`src/rtl/phy_lanes_pkg.sv`:
```
// Shared definitions for the multi-lane serial PHY: RX state encoding,
// default alignment symbol and the lane slice helper.
package phy_lanes_pkg;

    typedef enum logic [1:0] {
        SEARCH = 2'd0,
        ALIGN  = 2'd1,
        LOCKED = 2'd2
    } rx_state_t;

    localparam logic [7:0] IDLE_SYM_DEFAULT = 8'hBC;

    // Low bit index of a lane's word inside a packed multi-lane bus.
    function automatic int lane_lo(input int lane, input int width);
        return lane * width;
    endfunction

endpackage

```
`src/rtl/phy_lane_rx.sv`:
```
// One RX lane: input flop, deserialiser, word-phase counter, alignment FSM
// and the registered word/valid outputs.
module phy_lane_rx
    import phy_lanes_pkg::*;
#(
    parameter int                DATA_W     = 8,
    parameter logic [DATA_W-1:0] IDLE_SYM   = DATA_W'(IDLE_SYM_DEFAULT),
    parameter int                SYNC_COUNT = 4
) (
    input  logic              clk_8f,
    input  logic              reset,
    input  logic              serial_bit,
    output logic [DATA_W-1:0] data_out,
    output logic              valid_out,
    output logic              active
);

    localparam int              CW       = $clog2(DATA_W);
    localparam logic [CW-1:0]   PHASE_MAX = CW'(DATA_W - 1);
    localparam logic [3:0]      SYNC_TGT = 4'(SYNC_COUNT);

    logic              in_bit;
    logic [DATA_W-1:0] shreg;
    logic [DATA_W-1:0] word;
    logic [CW-1:0]     phase;
    logic [3:0]        match_cnt;
    logic [3:0]        match_next;
    rx_state_t         state;
    rx_state_t         state_next;
    logic              boundary;
    logic              phase_clr;
    logic              deliver;
    logic              is_idle;

    // The serial input is registered once, which sets the one extra cycle of
    // loopback latency beyond the TX output register.
    assign word     = {shreg[DATA_W-2:0], in_bit};
    assign is_idle  = (word == IDLE_SYM);
    assign boundary = (phase == PHASE_MAX);
    assign active   = (state == LOCKED);

    always_comb begin
        state_next = state;
        match_next = match_cnt;
        phase_clr  = 1'b0;
        deliver    = 1'b0;
        case (state)
            SEARCH: begin
                if (is_idle) begin
                    phase_clr  = 1'b1;
                    match_next = 4'd1;
                    state_next = (SYNC_TGT == 4'd1) ? LOCKED : ALIGN;
                end
            end
            ALIGN: begin
                if (boundary) begin
                    if (is_idle) begin
                        match_next = match_cnt + 4'd1;
                        if (match_cnt + 4'd1 == SYNC_TGT) begin
                            state_next = LOCKED;
                        end
                    end else begin
                        match_next = 4'd0;
                        state_next = SEARCH;
                    end
                end
            end
            LOCKED: begin
                deliver = boundary && !is_idle;
            end
            default: begin
                state_next = SEARCH;
                match_next = 4'd0;
            end
        endcase
    end

    always_ff @(posedge clk_8f or negedge reset) begin
        if (!reset) begin
            in_bit    <= 1'b0;
            shreg     <= '0;
            phase     <= '0;
            match_cnt <= 4'd0;
            state     <= SEARCH;
            data_out  <= '0;
            valid_out <= 1'b0;
        end else begin
            in_bit    <= serial_bit;
            shreg     <= word;
            state     <= state_next;
            match_cnt <= match_next;
            valid_out <= deliver;
            if (deliver) begin
                data_out <= word;
            end
            // Restarting the phase on a SEARCH hit puts the next boundary
            // exactly one word after the matched IDLE.
            if (phase_clr || boundary) begin
                phase <= '0;
            end else begin
                phase <= phase + 1'b1;
            end
        end
    end

endmodule

```
`src/rtl/phy_lanes_sync.sv`:
```
// N-lane serial PHY on one bit clock: shared-timing MSB-first TX serialisers
// with IDLE fill, per-lane RX alignment, and selectable loopback.
module phy_lanes_sync
    import phy_lanes_pkg::*;
#(
    parameter int                N_LANES    = 2,
    parameter int                DATA_W     = 8,
    parameter logic [DATA_W-1:0] IDLE_SYM   = DATA_W'(IDLE_SYM_DEFAULT),
    parameter int                SYNC_COUNT = 4
) (
    input  logic                      clk_8f,
    input  logic                      reset,
    input  logic                      loopback,
    input  logic [N_LANES*DATA_W-1:0] data_in,
    input  logic [N_LANES-1:0]        valid_in,
    output logic                      tx_ready,
    output logic [N_LANES-1:0]        serial_out,
    input  logic [N_LANES-1:0]        serial_in,
    output logic [N_LANES*DATA_W-1:0] data_out,
    output logic [N_LANES-1:0]        valid_out,
    output logic [N_LANES-1:0]        active
);

    localparam int            CW       = $clog2(DATA_W);
    localparam logic [CW-1:0] CNT_LAST = CW'(DATA_W - 1);

    logic [CW-1:0] tx_cnt;

    assign tx_ready = (tx_cnt == CNT_LAST);

    always_ff @(posedge clk_8f or negedge reset) begin
        if (!reset) begin
            tx_cnt <= '0;
        end else if (tx_ready) begin
            tx_cnt <= '0;
        end else begin
            tx_cnt <= tx_cnt + 1'b1;
        end
    end

    for (genvar i = 0; i < N_LANES; i++) begin : g_lane
        logic [DATA_W-1:0] tx_load;
        logic [DATA_W-1:0] tx_shreg;
        logic              tx_bit;
        logic              rx_bit;

        assign tx_load = valid_in[i] ? data_in[lane_lo(i, DATA_W) +: DATA_W] : IDLE_SYM;

        // On load the MSB goes straight to the output flop so it leads the
        // word in the very next cycle; the rest drains one bit per cycle.
        always_ff @(posedge clk_8f or negedge reset) begin
            if (!reset) begin
                tx_shreg <= IDLE_SYM;
                tx_bit   <= 1'b0;
            end else if (tx_ready) begin
                tx_bit   <= tx_load[DATA_W-1];
                tx_shreg <= {tx_load[DATA_W-2:0], 1'b0};
            end else begin
                tx_bit   <= tx_shreg[DATA_W-1];
                tx_shreg <= {tx_shreg[DATA_W-2:0], 1'b0};
            end
        end

        assign serial_out[i] = tx_bit;
        assign rx_bit        = loopback ? tx_bit : serial_in[i];

        phy_lane_rx #(
            .DATA_W     (DATA_W),
            .IDLE_SYM   (IDLE_SYM),
            .SYNC_COUNT (SYNC_COUNT)
        ) u_rx (
            .clk_8f     (clk_8f),
            .reset      (reset),
            .serial_bit (rx_bit),
            .data_out   (data_out[lane_lo(i, DATA_W) +: DATA_W]),
            .valid_out  (valid_out[i]),
            .active     (active[i])
        );
    end

endmodule

```
`config.mk`:
```
export PLATFORM = sky130hd
export DESIGN_NAME = phy_lanes_sync
export DESIGN_NICKNAME = d
export VERILOG_FILES = /design/src/rtl/phy_lanes_pkg.sv /design/src/rtl/phy_lane_rx.sv /design/src/rtl/phy_lanes_sync.sv
export SDC_FILE = /design/constraint.sdc
export NUM_CORES = 1
export LEC_CHECK = 0
export ABC_CLOCK_PERIOD_IN_PS = 2500
export BUFFER_PORTS_ARGS = -buffer_cell sky130_fd_sc_hd__buf_2
export CORE_ASPECT_RATIO = 0.5
export CORE_UTILIZATION = 30
export DETAILED_ROUTE_END_ITERATION = 7
export PLACE_DENSITY = 0.58
export SLEW_MARGIN = 25
export SYNTH_ARGS = -nofsm -noshare
export SYNTH_HDL_FRONTEND = slang
export SYNTH_SLANG_ARGS = --single-unit
```
`constraint.sdc`:
```
create_clock -name clk_8f -period 2.5 [get_ports clk_8f]
set_clock_uncertainty 0.05 [all_clocks]
set_input_delay 0.375 -clock clk_8f [delete_from_list [all_inputs] [get_ports clk_8f]]
set_output_delay 0.375 -clock clk_8f [all_outputs]
set_load 0.01 [all_outputs]
```
==> impl_metrics.csv, run 1 <==
group,metric,value,unit
sta,fmax,489,MHz
worst_setup_path,cp_slowest_cell,"or4b_1",
power,ir_drop,348,µV
power,pwr-share-comb,0.108,
drt,routed_wl,5.34,mm
place,io_buffers,45,
place,place_area,0.00324,mm²
floorplan,io-pin-count,46,
drt,vias_per_cell,4.64,
sta,setup_viol,0,
cts,cts.sink_count,71,
cts,hold_buffers,0,
cells_and_area,n_fill_cell,869,
place,gp_congestion,0.796,
cells_and_area,final_util,0.391,
cells_and_area,design_area,0.00353,mm²
drt,via_count,1871,
power,p_sw_frac,0.240,
cells_and_area,layout_common_cells,"dfrtp_1, buf_2, mux2_2, nor2_1",
synthesis,ys_top_cells_by_area,"dfrtp_1, dfstp_2, mux2_2",
sta,worstMarginPinSlew,0.591,ns
synthesis,ys_warn_count,0,
drt,ant_nets,0,
global_routing,grt_antenna_before_repair,0,
floorplan,die_w,141,µm
global_routing,grt_pass1_wl,9.55,mm
sta,worst_slack,0.455,ns
synthesis,syn-mean-instance-area,13.0,µm²
sta,fin_setup_tns,0,ns
cells_and_area,final_nets,302,
sta,period_needed,2.04,ns
power,seqPwrFrac,0.458,
cts,max-clock-path-buffers,2,
synthesis,ys_seq_area_frac,0.617,
worst_setup_path,path_cells,"or4b_1 -> o211ai_4 -> mux2_2",
global_routing,grt_pass1_vias,1954,
power,internal-power,2.15,mW
cts,postCtsResizedCells,0,
worst_setup_path,endpoint_kind,"flip-flop",
power,p_sw,679,µW
sta,rsz0062_at_grt,"no",
worst_setup_path,cp_max_fo,9,
floorplan,fp-row-count,24,
cts,htreeDepth,3,
cells_and_area,final_common_cell,"dfrtp_1",
place,dpl_worst_slack,0.451,ns
drt,first_pass_iters,4,
synthesis,synth_cell_types,39,
worst_setup_path,r2r_slack,0.46,ns
power,power_density,801,mW/mm²
worst_setup_path,crit_required,2.66,ns
sta,drv_slew,0,
synthesis,yosysTopAreaCellShare,0.527,
worst_setup_path,slowest_delay,0.70,ns
cts,post_cts_buffers,0,
flow_run,maxCapViolCount,0,
worst_setup_path,critPathTopFamily,"simple AND/OR/NAND/NOR gates",
power,p_clk_frac,0.433,
hold_path,min_path_type,"in2async",
synthesis,synth_enable_flop_cells,0,
floorplan,die-area,0.0101,mm²
global_routing,grt-ovfl-total,0,
worst_setup_path,startpoint,"g_lane[1].u_rx.shreg[5]",
place,post-dp-hpwl,3.70,mm
sta,slew_headroom,0.603,
synthesis,synth_cells,223,
power,design_power_total,2.83,mW
synthesis,synth_seq_cells,71,
worst_setup_path,cp.buffers_inverters,0,
synthesis,synth_area,0.00290,mm²
drt,drtIter0Drc,120,
synthesis,syn_nets,256,
drt,post_drt_wl_per_cell,13.2,µm
outcome,outcome,"finished clean",
cells_and_area,area_growth,21.8,%
cells_and_area,drive_above_1_share,0.352,
floorplan,core,0.00904,mm²
cts,clock_latency,0.33,ns
floorplan,die_h,71.5,µm
drt,drc_errors,0,
cells_and_area,antennaDiodeCount,0,
worst_setup_path,arrival,2.21,ns
worst_setup_path,path_class,"reg2reg",
synthesis,async_reset_ff_frac,1.00,
floorplan,initial_core_util,0.321,
global_routing,grt_usage,0.123,
synthesis,yosys.area.top_type,"dfrtp_1",
cts,root_buffer,"clkbuf_16",
sta,post-route-period-util,0.818,
synthesis,ys.flop_type,"dfrtp_1",
cts,clk_pin_slew_worst_paths,0.06,ns
worst_setup_path,start_kind,"flip-flop",
worst_setup_path,r2r-start,"g_lane[1].u_rx.shreg[5]",
global_routing,grt_max_degree,72,
cts,cts_tree,"done",
power,total_leakage_power,1.65,nW
cts,cts-buffers-inserted,9,
sta,hold_viol,0,
-- routing by layer --
layer,wire length (µm),up-vias,GRT usage
met5,0,-,0
met4,64,0,0.0399
met3,284,8,0.0528
met2,2460,40,0.195
met1,2530,935,0.153
li1,-,888,-
-- cells by family (layout without fill, tap and decap cells) --
group,count (synthesis),in the layout,synth area share
and+or+nand+nor,57,57,0.111
xor gates and xnor gates,3,3,0.00907
buffers and inverters,23,73,0.0401
muxes,20,20,0.0768
DFF,71,71,0.617
AOI/OAI and AO/OA,39,39,0.103
adders and majority gates,10,10,0.0432
-- worst reg2reg max path, cell delays in order (launching register included) --
cell and delay [ns]:
dfrtp_1 0.39, or4b_1 0.70, o211ai_4 0.40, mux2_2 0.39
-- through the flow --
stage,hold WS (ns),std cells
after floorplan,0.0294,223
after global placement,0.324,388
after detailed placement,0.329,388
after CTS,0.0232,403
after global routing,0.0391,403
final,0.00958,403
-- registers in the layout, indices dropped and copies added, names as in the netlist --
register and flops:
g_lane.tx_bit 2, g_lane.u_rx.match_cnt 8, g_lane.u_rx.in_bit 2, g_lane.u_rx.state 4, tx_cnt 3, g_lane.u_rx.data_out 16
g_lane.u_rx.shreg 14, g_lane.u_rx.valid_out 2, g_lane.u_rx.phase 6, g_lane.tx_shreg 14
-- cell type report --
| cell class | instances | area (µm²) | area share |
|---|---|---|---|
| clock buffer | 9 | 225 | 0.0638 |
| sequential | 71 | 1790 | 0.507 |
| tap | 130 | 163 | 0.0461 |
| multi-input combinational | 129 | 993 | 0.281 |
| timing repair buffer | 48 | 260 | 0.0737 |
| inverter | 10 | 37.5 | 0.0106 |
| clock inverter | 6 | 62.6 | 0.0177 |
-- power by group through the flow --
stage | clock network [mW] | logic [mW] | registers, mW
global placement | 0 | 0.291 | 1.31
floorplan | 0 | 0.228 | 1.29
detailed placement | 0 | 0.311 | 1.32
global route | 1.31 | 0.355 | 1.31
CTS | 1.26 | 0.314 | 1.30
finish | 1.23 | 0.306 | 1.30
-- synthesized netlist by cell type (all sizes together), types with 2 or more instances --
library cell and number:
xor2 2, nor3b 2, a31oi 4, o22a 8
and3 4, nand4 3, nor3 5, and2 2
clkbuf 6, nand4b 3, nand2 4, o22ai 6
nand3 8, a31o 2, o2bb2ai 4, o31a 3
dfrtp 61, nor2 14, nor2b 4, inv 10
buf 7, dfstp 10, mux2i 2, nand2b 5
ha 10, o21ai 7, mux2 18
-- worst paths after layout --
| check | endpoint | cells after the start |
|---|---|---|
| setup / recovery | g_lane[1].u_rx.data_out[4] | 3 |
| hold / removal | g_lane[0].tx_bit | 2 |
| setup reg to reg | g_lane[1].u_rx.data_out[4] | 3 |
| hold reg to reg | g_lane[1].u_rx.shreg[0] | 0 |
| max in group asynchronous | g_lane[1].tx_shreg[4] | 2 |
| min in group clk_8f | g_lane[0].tx_shreg[4] | 2 |
No activity file was read; power rests on OpenSTA's default activity.
==> inputs of run 2 (changes only) <==
--- a/config.mk
+++ b/config.mk
@@ -5,7 +5,7 @@
 export SDC_FILE = /design/constraint.sdc
 export NUM_CORES = 1
 export LEC_CHECK = 0
-export ABC_CLOCK_PERIOD_IN_PS = 2500
+export ABC_CLOCK_PERIOD_IN_PS = 2100
 export BUFFER_PORTS_ARGS = -buffer_cell sky130_fd_sc_hd__buf_2
 export CORE_ASPECT_RATIO = 0.5
 export CORE_UTILIZATION = 30
==> constraint.sdc (replaced) <==
create_clock -name clk_8f -period 2.1 [get_ports clk_8f]
set_clock_uncertainty 0.05 [all_clocks]
set_input_delay 0.315 -clock clk_8f [delete_from_list [all_inputs] [get_ports clk_8f]]
set_output_delay 0.315 -clock clk_8f [all_outputs]
set_load 0.01 [all_outputs]
==> run 2 against run 1 <==
  * Register-to-register slack worse by 0.31 ns
  * Die area stayed put
  * Sequential power is 19% higher
  * Critical endpoint is now g_lane[1].u_rx.match_cnt[2]
==> impl_metrics.csv, run 2 (synthesized netlist as in run 1, its figures left out) <==
group,metric,value,unit
cells_and_area,largest_reg_flops,16,
cells_and_area,final_common_cell,"dfrtp_1",
floorplan,die-area,0.0101,mm²
cells_and_area,final_nets,307,
global_routing,grt-ovfl-total,0,
cts,clock_latency,0.32,ns
cells_and_area,design_area,0.00354,mm²
floorplan,io-pin-count,46,
cts,cts.sink_count,71,
sta,slew_headroom,0.647,
drt,ant_nets,0,
sta,fmax,511,MHz
cts,root_buffer,"clkbuf_16",
worst_setup_path,cp_slowest_cell,"or4b_1",
global_routing,grt_antenna_before_repair,0,
sta,post-route-period-util,0.932,
cells_and_area,layout_common_cells,"dfrtp_1, buf_2, mux2_2, nor2_1",
drt,via_count,1877,
sta,drv_slew,0,
floorplan,initial_core_util,0.321,
cells_and_area,n_fill_cell,869,
sta,worstMarginPinSlew,0.524,ns
power,design_power_total,3.22,mW
cells_and_area,antennaDiodeCount,0,
drt,drc_errors,0,
flow_run,maxCapViolCount,0,
floorplan,die_h,71.5,µm
power,total_leakage_power,1.68,nW
worst_setup_path,cp.buffers_inverters,1,
outcome,outcome,"finished clean",
cells_and_area,reg_top3,"g_lane.u_rx.data_out (16), g_lane.tx_shreg (14), g_lane.u_rx.shreg (14)",
floorplan,die_w,141,µm
worst_setup_path,slowest_delay,0.62,ns
worst_setup_path,crit_required,2.26,ns
cts,post_cts_buffers,0,
worst_setup_path,path_cells,"or4b_1 -> buf_4 -> nor3_2 -> o22ai_1 -> o2bb2ai_1",
global_routing,grt_max_degree,72,
sta,hold_viol,0,
place,io_buffers,45,
drt,drtIter0Drc,104,
cells_and_area,drive_above_1_share,0.355,
drt,first_pass_iters,4,
global_routing,grt_usage,0.116,
cts,cts-buffers-inserted,9,
cts,cts_tree,"done",
worst_setup_path,path_class,"reg2reg",
cells_and_area,area_growth,22.1,%
sta,rsz0062_at_grt,"no",
power,power_density,910,mW/mm²
cts,htreeDepth,3,
worst_setup_path,start_kind,"flip-flop",
cts,max-clock-path-buffers,2,
drt,post_drt_wl_per_cell,12.9,µm
place,place_area,0.00327,mm²
floorplan,core,0.00904,mm²
worst_setup_path,cp_max_fo,6,
floorplan,fp-row-count,24,
worst_setup_path,endpoint_kind,"flip-flop",
drt,routed_wl,5.27,mm
sta,period_needed,1.96,ns
hold_path,min_path_type,"in2reg",
drt,vias_per_cell,4.59,
place,gp_congestion,0.834,
sta,setup_viol,0,
worst_setup_path,arrival,2.11,ns
worst_setup_path,critPathTopFamily,"simple AND/OR/NAND/NOR gates",
power,ir_drop,445,µV
global_routing,grt_pass1_vias,1902,
global_routing,grt_pass1_wl,8.96,mm
sta,fin_setup_tns,0,ns
place,post-dp-hpwl,3.71,mm
cts,clk_pin_slew_worst_paths,0.06,ns
cts,postCtsResizedCells,0,
cells_and_area,regMostFlops,"g_lane.u_rx.data_out",
[run 2: changes by cell type in the layout (fill, tap and decap cells not counted), sizes merged]
cell	previous run	this run
dlygate4sd3	0	1
bufinv	1	0
clkbuf	9	11
clkinv	2	5
clkinvlp	3	0
buf	48	52
[run 2: power by group]
group	switching (mW)	leakage [nW]	total (mW)	internal [mW]
combinational	0.192	0.666	0.373	0.181
sequential	0.0652	0.877	1.55	1.48
clock	0.515	0.133	1.30	0.788
total	0.772	1.68	3.22	2.45
[run 2: worst paths after layout]
check | start | to | slack (ns) | cells after the start
setup / recovery | g_lane[1].u_rx.shreg[5] | g_lane[1].u_rx.match_cnt[2] | 0.14 | 5
hold / removal | data_in[11] | g_lane[1].tx_shreg[4] | 0.16 | 2
setup reg to reg | g_lane[1].u_rx.shreg[5] | g_lane[1].u_rx.match_cnt[2] | 0.14 | 5
hold reg to reg | g_lane[0].u_rx.in_bit | g_lane[0].u_rx.shreg[0] | 0.34 | 0
max in group asynchronous | reset | g_lane[1].tx_shreg[4] | 1.19 | 3
min in group asynchronous | reset | g_lane[0].tx_bit | 0.50 | 3
[run 2: cell type report]
class	count	area (µm²)	share of cell area
timing repair buffer	53	300	0.0848
clock inverter	5	25.0	0.00707
multi-input combinational	129	993	0.281
inverter	10	37.5	0.0106
sequential	71	1790	0.505
tap	130	163	0.0459
clock buffer	11	233	0.0657
[run 2: layer usage]
metal  vias up  share of wire  routed length, µm  global-route usage
li1        900              -                  -                   -
met1       935           0.49               2580               0.144
met2        40           0.47               2490               0.186
met3         2          0.032                168              0.0488
met4         0         0.0064                 34              0.0326
met5         -              0                  0                   0
[run 2: worst register-to-register path: stages (launching register included)]
cell	delay, ns
dfrtp_1	0.38
or4b_1	0.62
buf_4	0.20
nor3_2	0.33
o22ai_1	0.13
o2bb2ai_1	0.13
[run 2: timing repair]
item | 4_1_cts | 5_1_grt
endpoints found under the hold margin | 61 | 0
endpoints found under the setup margin | 0 | 0
hold buffers | 1 | 0
[run 2: per-stage QoR]
step | util | std cells | hold slack, ns | setup slack (ns)
finish | 0.392 | 409 | 0.158 | 0.143
global route | 0.392 | 409 | 0.145 | 0.0380
CTS | 0.392 | 409 | 0.143 | 0.144
detailed placement | 0.362 | 392 | 0.321 | 0.152
global placement | 0.362 | 392 | 0.312 | 0.222
floorplan | - | 223 | -0.0306 | 0.248
